## src/rtl/fetch_unit_if.sv

```systemverilog
// fetch_unit_if: instruction-memory request/response handshake between fetch and imem
interface fetch_unit_if;
   logic        imem_req;
   logic [31:0] imem_addr;
   logic        imem_ack;
   logic [31:0] imem_rdata;
   modport master (output imem_req, imem_addr, input imem_ack, imem_rdata);
   modport slave  (input imem_req, imem_addr, output imem_ack, imem_rdata);
endinterface

```

## src/rtl/fetch_unit.sv

```systemverilog
// fetch_unit: PC owner and imem requester feeding the decode register, with skid buffer and redirect drain
module fetch_unit #(
   parameter logic [31:0] RESET_PC  = 32'h0000_0000,
   parameter logic [31:0] NOP_INSTR = 32'hE1A0_0000
) (
   input  logic          CLK,
   input  logic          RST_N,
   input  logic          StallD,
   input  logic          Redirect,
   input  logic [31:0]   RedirectTarget,
   fetch_unit_if.master  imem,
   output logic [31:0]   PCF,
   output logic [31:0]   InstrD,
   output logic [31:0]   PCPlus8D,
   output logic          ValidD
);
   localparam logic [1:0] IDLE = 2'd0, FETCH = 2'd1, HOLD = 2'd2, DRAIN = 2'd3;
   logic [1:0]  state;
   logic [31:0] skid_instr, skid_pc8, drain_addr;
   logic        req;
   assign req            = (state == FETCH) || (state == DRAIN);
   assign imem.imem_req  = req;
   assign imem.imem_addr = (state == DRAIN) ? drain_addr : PCF;
   always_ff @(posedge CLK or negedge RST_N) begin
      if (!RST_N) begin
         state      <= IDLE;
         PCF        <= RESET_PC;
         InstrD     <= NOP_INSTR;
         PCPlus8D   <= RESET_PC + 32'd8;
         ValidD     <= 1'b0;
         skid_instr <= NOP_INSTR;
         skid_pc8   <= RESET_PC + 32'd8;
         drain_addr <= RESET_PC;
      end else if (Redirect) begin
         // skid is implicitly emptied by leaving HOLD; PCPlus8D is left as-is
         PCF    <= {RedirectTarget[31:2], 2'b00};
         ValidD <= 1'b0;
         InstrD <= NOP_INSTR;
         state  <= (req && !imem.imem_ack) ? DRAIN : FETCH;
         if (state == FETCH) drain_addr <= PCF;
      end else begin
         case (state)
            IDLE: state <= FETCH;
            FETCH: begin
               if (imem.imem_ack) begin
                  PCF <= PCF + 32'd4;
                  if (StallD) begin
                     skid_instr <= imem.imem_rdata;
                     skid_pc8   <= PCF + 32'd8;
                     state      <= HOLD;
                  end else begin
                     InstrD   <= imem.imem_rdata;
                     PCPlus8D <= PCF + 32'd8;
                     ValidD   <= 1'b1;
                  end
               end else if (!StallD) begin
                  ValidD <= 1'b0;
                  InstrD <= NOP_INSTR;
               end
            end
            HOLD: begin
               if (!StallD) begin
                  InstrD   <= skid_instr;
                  PCPlus8D <= skid_pc8;
                  ValidD   <= 1'b1;
                  state    <= FETCH;
               end
            end
            default: if (imem.imem_ack) state <= FETCH;
         endcase
      end
   end
endmodule
```

## src/flat_wrapper.sv

```systemverilog
// flat-port wrapper written by rule: the top's interface ports become plain ports
module fetch_unit_flat 
#(
   parameter logic [31:0] RESET_PC  = 32'h0000_0000,
   parameter logic [31:0] NOP_INSTR = 32'hE1A0_0000
)
  (CLK, RST_N, StallD, Redirect, RedirectTarget, PCF, InstrD, PCPlus8D, ValidD, imem_imem_req, imem_imem_addr, imem_imem_ack, imem_imem_rdata);
  fetch_unit_if imem_i ();
  input  logic CLK;
  input  logic RST_N;
  input  logic StallD;
  input  logic Redirect;
  input  logic [31:0] RedirectTarget;
  output logic [31:0] PCF;
  output logic [31:0] InstrD;
  output logic [31:0] PCPlus8D;
  output logic ValidD;
  output wire logic [$bits(imem_i.imem_req)-1:0] imem_imem_req;
  output wire logic [$bits(imem_i.imem_addr)-1:0] imem_imem_addr;
  input wire logic [$bits(imem_i.imem_ack)-1:0] imem_imem_ack;
  input wire logic [$bits(imem_i.imem_rdata)-1:0] imem_imem_rdata;
  assign imem_imem_req = imem_i.imem_req;
  assign imem_imem_addr = imem_i.imem_addr;
  assign imem_i.imem_ack = imem_imem_ack;
  assign imem_i.imem_rdata = imem_imem_rdata;
  fetch_unit #(.RESET_PC(RESET_PC), .NOP_INSTR(NOP_INSTR)) u_core (.CLK(CLK), .RST_N(RST_N), .StallD(StallD), .Redirect(Redirect), .RedirectTarget(RedirectTarget), .imem(imem_i), .PCF(PCF), .InstrD(InstrD), .PCPlus8D(PCPlus8D), .ValidD(ValidD));
endmodule
```

## config.mk

```make
export PLATFORM = sky130hd
export DESIGN_NAME = fetch_unit_flat
export DESIGN_NICKNAME = d
export VERILOG_FILES = /design/src/rtl/fetch_unit_if.sv /design/src/rtl/fetch_unit.sv /design/src/flat_wrapper.sv
export SDC_FILE = /design/constraint.sdc
export NUM_CORES = 1
export LEC_CHECK = 0
export ABC_AREA = 0
export CORE_MARGIN = 5
export CORE_UTILIZATION = 40
export CTS_CLUSTER_DIAMETER = 80
export CTS_CLUSTER_SIZE = 24
export DETAILED_ROUTE_END_ITERATION = 12
export GPL_ROUTABILITY_DRIVEN = 0
export PLACE_DENSITY = 0.72
export SLEW_MARGIN = 40
export SYNTH_ARGS = -nofsm -noshare
export SYNTH_HDL_FRONTEND = slang
export SYNTH_SLANG_ARGS = --single-unit
```

## constraint.sdc

```tcl
create_clock -name CLK -period 1.88 [get_ports CLK]
set_clock_uncertainty 0.1 [all_clocks]
set_input_delay 0.376 -clock CLK [delete_from_list [all_inputs] [get_ports CLK]]
set_output_delay 0.376 -clock CLK [all_outputs]
set_load 0.03 [all_outputs]
```

==> summary.md, run 1 <==
| Metric | Value |
|---|---|
| Largest cells by area after synthesis | dfrtp_1 47%, mux2_2 12%, o21ai_0 4.2% |
| Final core occ | about three fifths |
| Fillcell total | between 1,500 and 2,000 |
| # diodes | 0 |
| Crit. End Element | output pin |
| Layout cells sized above 1 | 37.4% |
| CTS tree | built |
| Final setup TNS | -9530 ps |
| FF-to-FF Start | u_core.state[0] |
| Area delta synth->final | 50.1% |
| Routed Wire Length | 29,300 microns |
| Post-DR vias/cell | 5.50 |
| Fin Hold WS | 326 ps |
| Number of primary I/O pins | around 200 |
| Die ar. | between 20,000 and 30,000 sq um |
| Post-DRT Antenna Nets | 0 |
| Final #Nets | 1,247 |
| Vias in the first global route | 7,987 |
| R2R Path End | u_core.PCF[27] |
| Gr usage total | 20.9% |
| Mapped cell area | just over 9000 sq um |
| Int Pwr | 8.83 mW |
| Final Hold Vio Count | 0 |
| DR iter-0 viols | 480 |
| Setup violations, final | 50 |
| Number of flops mapped to enable cells by yosys | 0 |
| Crit path DAT | between 1500 and 2000 ps |
| Clock-pin slew on the worst setup and hold paths | around 70 ps |
| Hold Path Sink | u_core.InstrD[31] |
| Max-slew headroom | between 60% and 70% |
| Async S/R FF share, synth | 100% |
| Switching share of power | approximately 34% |
| Critical Path, Cell by Cell | nand2_4 > buf_12 > buf_8 > mux2_4 > buf_6 |
| Htree depth | 4 |
| Synth Register Bits | roughly 190 |
| RSZ-0062 raised after global routing | yes |
| Grt ovf | 0 |
| Syn Area/Cell | between 10 and 15 sq um |
| Path depth of the worst reg2reg path | 7 |
| Worst hold start | Redirect |
| Ys flop type | dfrtp_1 |
| Root Driver | clkbuf_16 |
| MaxCap Viol Count | 0 |
| Pwr dens | about 980 nW/um^2 |
| Max-slew violations | 0 |
| Switching pwr | around 4.6 mW |
| Max VDD drop | 0.000672 V |
| Unique masters post-synth | 49 |
| Post-DP HPWL | 18,800 microns |
| Post-Place Cell Area | 12,200 sq um |
| Reg2reg setup slack | -280 ps |
| WP data required | between 1000 and 1500 ps |
| Wire per inst | 19.9 microns |
| Setup ws final | -302 ps |
| Failing checks | setup timing |
| Max clock buf depth | 2 |
| Synth area leader | dfrtp_1 |
| Slowest-stage cell, CP | dfrtp_1 |
| Critical Path Source Type | flop |
| Count of non-filler cells in the finished layout | 1,474 |
| Largest net degree at the start of global routing | 55 |
| Final Cell Area | 13,700 sq um |
| Crit path time final | 2180 ps |
| Post-synth top area share | approximately 47% |
| Leak Pwr | 6.35 nW |
| First-pass GRT wire length | around 44,000 microns |
| CTS Buf Count | 17 |
| DR vias | 8,101 |
| Insertion delay of the later-clocked pin in the worst-skew pair | approximately 430 ps |
| Core area | roughly 23,000 sq um |
| Die Y | between 150 and 200 microns |
| Least-Margin Pin Slew | 541 ps |
| Port buffer count | 190 |
| Fmax | 458 MHz |
| Period utilization | 116% |
| Outcome | finished with violations |
| Sink Count | 187 |
| Cell Rows | 55 |
| Placed Cells | 1,412 |
| Reg power frac | 41.1% |
| Die width | 161 microns |
| Crit path largest cell delay | 410 ps |
| Most frequent cell after synthesis | dfrtp_1 |
| Post-synth top cells | 173 x dfrtp_1, 98 x nand2_1, 94 x mux2_2, 77 x o21ai_0, 60 x nor2_1 |
| Comb power frac | 32.6% |
| Yosys Warn Count | 0 |
| Sequential fraction of the synthesis area | approximately 50% |
| Clock Power Share | 26.3% |
| DRT Pass-1 Iters | 5 |
| Multi-input gate area | 4700 sq um |
| Sequential Area | between 4000 and 5000 sq um |
| Cells on Worst Hold Path | 4 |
| Critical path type | reg2out |
| CP max FO | 5 |
| Mapped Cells | 894 |
| Initial antenna violation count | 0 |
| Starting Density | about 41% |
| DRC violations left | 0 |
| Worst hold-check path type | in2reg |
-- layout by cell type (no fill, tap or decap), drive strengths merged, types with 2 or more instances in the layout --
cell / netlist / routed
nor2b: 3 / 3
conb: 1 / 6
mux2: 94 / 94
and3: 37 / 37
xor2: 27 / 27
o21bai: 2 / 2
xnor2: 25 / 25
dfrtp: 173 / 173
ha: 2 / 2
inv: 9 / 13
clkbuf: 38 / 36
or3: 3 / 3
and4: 5 / 5
nor4: 6 / 6
a31oi: 9 / 9
a22oi: 3 / 3
o31ai: 2 / 2
dlygate4sd2: 0 / 69
clkdlybuf4s15: 0 / 12
mux2i: 3 / 3
a21oi: 53 / 53
clkdlybuf4s50: 0 / 64
nand2b: 2 / 2
clkinv: 0 / 6
nand2: 98 / 99
nor2: 60 / 60
o22ai: 9 / 9
nand3: 20 / 20
and2: 5 / 5
o2bb2ai: 26 / 26
o21ai: 85 / 85
buf: 44 / 175
clkinvlp: 0 / 3
nor3: 14 / 14
nand4: 13 / 13
a21o: 2 / 2
dfstp: 14 / 14
-- metal layers --
layer	global-route usage, %	routed length (microns)
met1	28.2	12500
met2	33.5	14100
met3	5.77	2130
met4	5.39	602
met5	0	0
-- power groups by stage --
stage	Clock, mW	Sequential [mW]	Combinational, mW
CTS	3.59	5.47	4.22
global route	3.78	5.62	4.67
finish	3.52	5.51	4.37
detailed placement	0	5.55	4.11
floorplan	0	5.99	1.81
global placement	0	5.50	4.05
-- cell families (layout without fill, tap and decap cells) --
group,Yosys count,after routing,synth area share [%]
XOR/XNOR,52,52,4.98
buffers and inverters,91,380,4.74
adder cells (fa/ha/maj),2,2,0.273
multiplexers,97,97,11.9
other,1,6,0.0410
flip-flops,187,187,51.3
AND/OR/NAND/NOR,271,272,14.6
AO/OA/AOI/OAI,193,193,12.2
-- repair_timing --
action	4_1_cts	5_1_grt
pin swaps	11	38
buffers inserted	11	10
resized for setup	319	158
cloned	2	7
endpoints found under the hold margin	35	0
hold buffers	1	0
endpoints found under the setup margin	147	175
-- flip-flops by register name (all words and copies together), names as in the netlist --
register and cells:
u_core.InstrD 32, u_core.skid_instr 32, u_core.PCF 30, u_core.PCPlus8D 30, u_core.drain_addr 30, u_core.skid_pc8 30, u_core.state 2, u_core.ValidD 1
-- area by class of cell --
class,instances,share of cell area (%)
Timing Repair Buffer,339,24.4
Multi-Input combinational cell,622,34.2
Clock buffer,18,3.12
Sequential cell,187,34.4
Tap cell,285,2.59
Inverter,9,0.246
Clock inverter,14,1.02
-- through the flow --
step | setup WS, ps | total power, mW
floorplan | -56.7 | 7.80
global placement | -371 | 9.55
detailed placement | -426 | 9.66
CTS | -362 | 13.3
global route | -370 | 14.1
finish | -302 | 13.4
-- worst max-delay path, delay by kind of cell, from the launching register on --
| family | cells | cell delay [ps] |
|---|---|---|
| AND/OR/NAND/NOR | 1 | 150 |
| flip-flops | 1 | 410 |
| multiplexers | 1 | 310 |
| buffers and inverters | 3 | 400 |
-- worst max-delay path by stage --
stage | start | endpoint | slack, ps | depth (start not counted)
after floorplan | u_core.PCF[3] | u_core.PCF[27] | -60 | 7
after global placement | imem_imem_ack | u_core.PCF[27] | -370 | 7
after detailed placement | imem_imem_ack | u_core.PCF[29] | -430 | 6
after CTS | u_core.state[1] | imem_imem_addr[21] | -360 | 4
after global routing | u_core.state[0] | imem_imem_addr[30] | -370 | 5
final | u_core.state[0] | imem_imem_addr[23] | -300 | 5
Power figures use the tool's default switching activity.
==> run 2: changes to the inputs <==
--- a/config.mk
+++ b/config.mk
@@ -6,13 +6,13 @@
 export NUM_CORES = 1
 export LEC_CHECK = 0
 export ABC_AREA = 0
+export CAP_MARGIN = 0
 export CORE_MARGIN = 5
 export CORE_UTILIZATION = 40
 export CTS_CLUSTER_DIAMETER = 80
-export CTS_CLUSTER_SIZE = 24
 export DETAILED_ROUTE_END_ITERATION = 12
 export GPL_ROUTABILITY_DRIVEN = 0
-export PLACE_DENSITY = 0.72
+export PLACE_DENSITY = 0.68
 export SLEW_MARGIN = 40
 export SYNTH_ARGS = -nofsm -noshare
 export SYNTH_HDL_FRONTEND = slang
==> run 2 against run 1 <==
Effect of this change: the flow still finishes with violations (setup timing); power down 2.0%; count of clock-buffer cells in the layout grew 2; clock power fell by 2%; register-to-register slack improved by 190 ps; highest routed layer unchanged; routed wire length fell by 8.0%; worst setup slack worse by 11 ps; cell count is 1.7% lower; final area is 5.0% lower; hold slack got worse by 18 ps; critical path type unchanged; fmax is 0.49% lower; combinational power decreased by 4%; sequential share of layout area is 1.8 points higher.
==> summary.md, run 2 (synthesized netlist as in run 1, its figures left out) <==
| Metric | Value |
|---|---|
| Outcome | finished with violations |
| Failing checks | setup timing |
| Vias in the first global route | 7,812 |
| Post-Place Cell Area | 12,100 sq um |
| Leak Pwr | approximately 6 nW |
| Largest net degree at the start of global routing | 56 |
| Final #Nets | 1,222 |
| Post-DR vias/cell | 5.33 |
| Final Cell Area | 13,100 sq um |
| Placed Cells | approximately 1,400 |
| Critical path type | reg2out |
| Crit path from | u_core.state[0] |
| Starting Density | 40.5% |
| Setup violations, final | 33 |
| Routed Wire Length | 27,000 microns |
| Slowest-stage cell, CP | dfrtp_1 |
| DR vias | 7,724 |
| Layout cells sized above 1 | approximately a third |
| Critical Path, Cell by Cell | nand2_4 > buf_16 > buf_8 > mux2_4 > buf_6 |
| Area delta synth->final | 42.7% |
| Number of primary I/O pins | 199 |
| Root Driver | clkbuf_16 |
| Core area | 22,600 sq um |
| Fmax | 456 MHz |
| Max clock buf depth | 2 |
| RSZ-0062 raised after global routing | yes |
| Post-DP HPWL | 18,400 microns |
| DRT Pass-1 Iters | 5 |
| Gr usage total | 20.4% |
| Max VDD drop | 0.000594 V |
| DP Worst Slack | -395 ps |
| Worst hold start | Redirect |
| Htree depth | 4 |
| Clock-pin slew on the worst setup and hold paths | 60 ps |
| Insertion delay of the later-clocked pin in the worst-skew pair | 440 ps |
| Path depth of the worst reg2reg path | 6 |
| Wire per inst | 18.6 microns |
| Crit path time final | 2190 ps |
| Max-slew violations | 0 |
| Initial antenna violation count | 0 |
| Final Hold Vio Count | 0 |
| Cells on Worst Hold Path | 3 |
| Crit path largest cell delay | 410 ps |
| # diodes | 0 |
| CTS tree | built |
| Grt ovf | 0 |
| MaxCap Viol Count | 0 |
| Setup ws final | -313 ps |
| Commonest non-fill, non-tap cell in the layout | dfrtp_1 |
| Port buffer count | 190 |
| Die ar. | 26,000 sq um |
| FF-to-FF Start | u_core.state[0] |
| Worst hold-check path type | in2reg |
| Period utilization | 117% |
| Die width | 161 microns |
| First-pass GRT wire length | 42,800 microns |
| Count of non-filler cells in the finished layout | 1,449 |
| DR iter-0 viols | 546 |
| Sink Count | 187 |
| CP max FO | 7 |
| Most frequent cells in the layout | 150 x dfrtp_1, 98 x buf_4, 95 x nand2_1, 73 x dlygate4sd2_1, 72 x mux2_2 |
| Crit path DAT | approximately 1700 ps |
| Pwr dens | about 1000 nW/um^2 |
| Critical Path Source Type | flop |
| Biggest regs | u_core.InstrD: 32 flops, u_core.skid_instr: 32 flops |
| DRC violations left | 0 |
| Crit. End Element | output pin |
| Cell Rows | 55 |
| CTS Buf Count | 17 |
| Post-DRT Antenna Nets | 0 |
| WP data required | between 1000 and 1500 ps |
| Die Y | 161 microns |
-- run 2: cell count changes in the layout (fill, tap and decap cells not counted), sizes merged --
cell	delta
inv	-1
clkbuf	-7
clkinv	-1
nand2	-1
buf	-19
dlygate4sd2	+4
-- run 2: what timing repair did --
item	CTS	global route
pin swaps	7	11
hold endpoints to repair	33	0
gates cloned	2	1
hold buffers	1	0
setup buffers	11	3
setup endpoints to repair	141	111
gates resized for setup	283	91
-- run 2: final timing paths --
check	to	slack (ps)
min	u_core.state[0]	310
max in group asynchronous	u_core.drain_addr[8]	670
max reg2reg	u_core.PCF[27]	-90
max	imem_imem_addr[29]	-310
min in group asynchronous	u_core.InstrD[26]	380
min reg2reg	u_core.skid_pc8[23]	370
-- run 2: layout make-up --
type / count / area, sq um
fillers: 1944 / 9510
flip-flops and latches: 187 / 4730
multi-input cells: 621 / 4390
repair buffers: 315 / 3010
clock buffers: 20 / 437
well taps: 285 / 357
clock inverters: 12 / 115
inverters: 9 / 33.8
-- run 2: stage by stage --
step / TNS (ps) / power, mW / utilization [%] / hold slack (ps)
2_1_floorplan: -69.9 / 7.80 / - / -19.6
3_3_place_gp: -37560 / 9.53 / 53.5 / 287
3_5_place_dp: -40480 / 9.64 / 53.5 / 283
4_1_cts: -9700 / 13.1 / 56.8 / 294
5_1_grt: -11050 / 13.8 / 57.9 / 321
6_report: -8650 / 13.1 / 57.9 / 308
-- run 2: power breakdown --
| part | leakage (nW) | total (mW) | internal [mW] | switching (mW) |
|---|---|---|---|---|
| Combinational | 3.44 | 4.20 | 1.92 | 2.28 |
| Clock | 0.261 | 3.45 | 1.84 | 1.61 |
| Sequential | 2.28 | 5.49 | 4.95 | 0.542 |
| Total | 5.98 | 13.1 | 8.71 | 4.43 |
-- run 2: worst max-delay path, delay by kind of cell, from the launching register on --
family        cells  cell delay, ps
buf+inv           3             410
mux               1             310
flops             1             410
simple gates      1             160
-- run 2: metal layers --
| metal | vias up | part of all wire [%] | GRT usage [%] |
|---|---|---|---|
| met5 | - | 0 | 0 |
| met4 | 0 | 1.7 | 5.43 |
| met3 | 36 | 6.6 | 5.33 |
| met2 | 273 | 46 | 31.9 |
| met1 | 3790 | 46 | 28.5 |
| li1 | 3625 | - | - |
==> run 3: changes to the inputs <==
--- a/config.mk
+++ b/config.mk
@@ -8,11 +8,11 @@
 export ABC_AREA = 0
 export CAP_MARGIN = 0
 export CORE_MARGIN = 5
-export CORE_UTILIZATION = 40
+export CORE_UTILIZATION = 46
 export CTS_CLUSTER_DIAMETER = 80
 export DETAILED_ROUTE_END_ITERATION = 12
 export GPL_ROUTABILITY_DRIVEN = 0
-export PLACE_DENSITY = 0.68
+export PLACE_DENSITY = 0.76
 export SLEW_MARGIN = 40
 export SYNTH_ARGS = -nofsm -noshare
 export SYNTH_HDL_FRONTEND = slang
==> run 3 against run 2 <==
Effect of this change: the flow still finishes with violations (setup timing); register-to-register slack lost 180 ps; sequential share of layout area shrank 0.75 points; cell count shrank 1.3%; non-clock buffer count grew 1; hold slack lost 28 ps; final area grew 2.0%; fmax shrank 1.5%; worst setup slack lost 34 ps; power grew 2.2%; routed wire length grew 4.8%; flip-flop and latch count is the same; largest cell class unchanged; highest routed layer unchanged.
==> summary.md, run 3 (synthesized netlist as in run 1, its figures left out) <==
| Metric | Value |
|---|---|
| Outcome | finished with violations |
| Failing checks | setup timing |
| Final #Nets | roughly 1,200 |
| Post-Place Cell Area | 12,000 sq um |
| Period utilization | 118% |
| First-pass GRT wire length | 42,900 microns |
| Slowest-stage cell, CP | dfrtp_1 |
| Initial antenna violation count | 0 |
| Grt ovf | 0 |
| DRC violations left | 0 |
| Vias in the first global route | about 8,100 |
| Layout cells sized above 1 | around 34% |
| Die ar. | 22,800 sq um |
| Die Y | 151 microns |
| Max-slew violations | 0 |
| Final Hold Vio Count | 0 |
| CP delay by family, top | flip-flops |
| Root Driver | clkbuf_16 |
| Routed Wire Length | 28,300 microns |
| WP data required | between 1000 and 1500 ps |
| Max clock buf depth | 2 |
| Area delta synth->final | 45.5% |
| Core area | 19,500 sq um |
| CTS tree | built |
| Starting Density | 46.9% |
| Path depth of the worst reg2reg path | 9 |
| Die width | ~150 microns |
| Final core occ | 68.2% |
| Clock-pin slew on the worst setup and hold paths | 70 ps |
| CTS Buf Count | 17 |
| Insertion delay of the later-clocked pin in the worst-skew pair | 430 ps |
| # diodes | 0 |
| Biggest regs | u_core.InstrD: 32 flops, u_core.skid_instr: 32 flops |
| CP bufs+invs | 3 |
| Setup ws final | -347 ps |
| DR iter-0 viols | 557 |
| Most frequent cells in the layout | 155 x dfrtp_1, 91 x nand2_1, 90 x buf_4, 70 x mux2_2, 70 x dlygate4sd2_1 |
| Critical Path Source Type | flop |
| MaxCap Viol Count | 0 |
| Crit path DAT | 1750 ps |
| Pwr dens | 1010 nW/um^2 |
| Setup violations, final | just under 80 |
| Max-slew headroom | a little over 60% |
| Fmax | 449 MHz |
| Wire per inst | a little under 20 microns |
| Critical Path, Cell by Cell | nand2_4 > buf_16 > buf_8 > mux2_4 > buf_6 |
| Gr usage total | 23.8% |
| Leak Pwr | 6.15 nW |
| Htree depth | 4 |
| Total chip power | around 13 mW |
| Worst setup path end | imem_imem_addr[30] |
| Commonest non-fill, non-tap cell in the layout | dfrtp_1 |
| Crit path time final | around 2200 ps |
| Post-DP HPWL | 18,400 microns |
| Port buffer count | 190 |
| FF-to-FF Start | u_core.PCF[3] |
| Number of primary I/O pins | 199 |
| Cell Rows | between 50 and 60 |
| DP Worst Slack | -474 ps |
| Largest net degree at the start of global routing | 62 |
| CP Depth | 5 |
| Post-DRT Antenna Nets | 0 |
| Max VDD drop | 0.000676 V |
| Crit. End Element | output pin |
| DRT Pass-1 Iters | 5 |
| Reg2reg setup slack | -270 ps |
| RSZ-0062 raised after global routing | yes |
| Fin Hold WS | 280 ps |
| CP max FO | 7 |
| Critical path type | reg2out |
| Post-DR vias/cell | 5.62 |
| R2R Path End | u_core.PCF[27] |
| Least-Margin Pin Slew | between 500 and 600 ps |
| Sink Count | 187 |
| Crit path from | u_core.state[0] |
| Worst hold-check path type | in2reg |
| Final Cell Area | 13,300 sq um |
| Crit path largest cell delay | 420 ps |
| DR vias | 8,039 |
==> run 3: cell types whose count changed in the layout (fill, tap and decap cells not counted), sizes merged <==
cell         delta
inv             +5
dlygate4sd2     -3
buf             +2
clkbuf          -1
clkinv          -1
clkinvlp        -1
==> run 3: area by class of cell <==
cell class	count	area (sq um)
tap	265	332
timing repair buffer	316	3070
fill	1454	6200
clock buffer	17	425
clock inverter	15	176
sequential	187	4720
multi-input combinational	621	4560
inverter	9	33.8
==> run 3: per-stage QoR <==
stage / cells / TNS, ps
2_1_floorplan: 899 / -69.9
3_3_place_gp: 1374 / -38820
3_5_place_dp: 1374 / -39940
4_1_cts: 1412 / -9420
5_1_grt: 1430 / -17270
6_report: 1430 / -11780
==> run 3: per-layer routing <==
layer  track usage (%)  vias to the layer above  wire length (microns)
li1                  -                     3627                      -
met1              32.0                     3975                  11600
met2              38.0                      362                  13700
met3              6.34                       75                   2130
met4              7.16                        0                    853
met5                 0                        -                      0
==> run 3: repair_timing <==
action / 4_1_cts / 5_1_grt
hold endpoints to repair: 29 / 0
pin swaps: 4 / 30
endpoints found under the setup margin: 153 / 138
resized for setup: 324 / 135
hold buffers: 1 / 0
buffers inserted: 3 / 19
gates cloned: 2 / 0
==> run 3: where the power goes <==
part	switching [mW]	internal (mW)
Combinational	2.35	1.94
Sequential	0.544	4.95
Clock	1.76	1.91
Total	4.65	8.79
==> run 3: how the worst min path moves through the flow <==
stage	from	end	cells past startpoint
6_report	Redirect	u_core.state[0]	3
5_1_grt	Redirect	u_core.state[0]	3
4_1_cts	Redirect	u_core.state[0]	3
3_5_place_dp	RST_N	u_core.skid_instr[27]	1
3_3_place_gp	RST_N	u_core.InstrD[27]	1
2_1_floorplan	RST_N	u_core.InstrD[0]	0
==> run 3: worst register-to-register path: cells and delay by family (launching register included) <==
kind / cells / cell delay, ps
buffers and inverters: 3 / 460
adder cells (fa/ha/maj): 1 / 120
AO/OA/AOI/OAI: 3 / 620
flip-flops: 1 / 420
AND/OR/NAND/NOR: 2 / 320
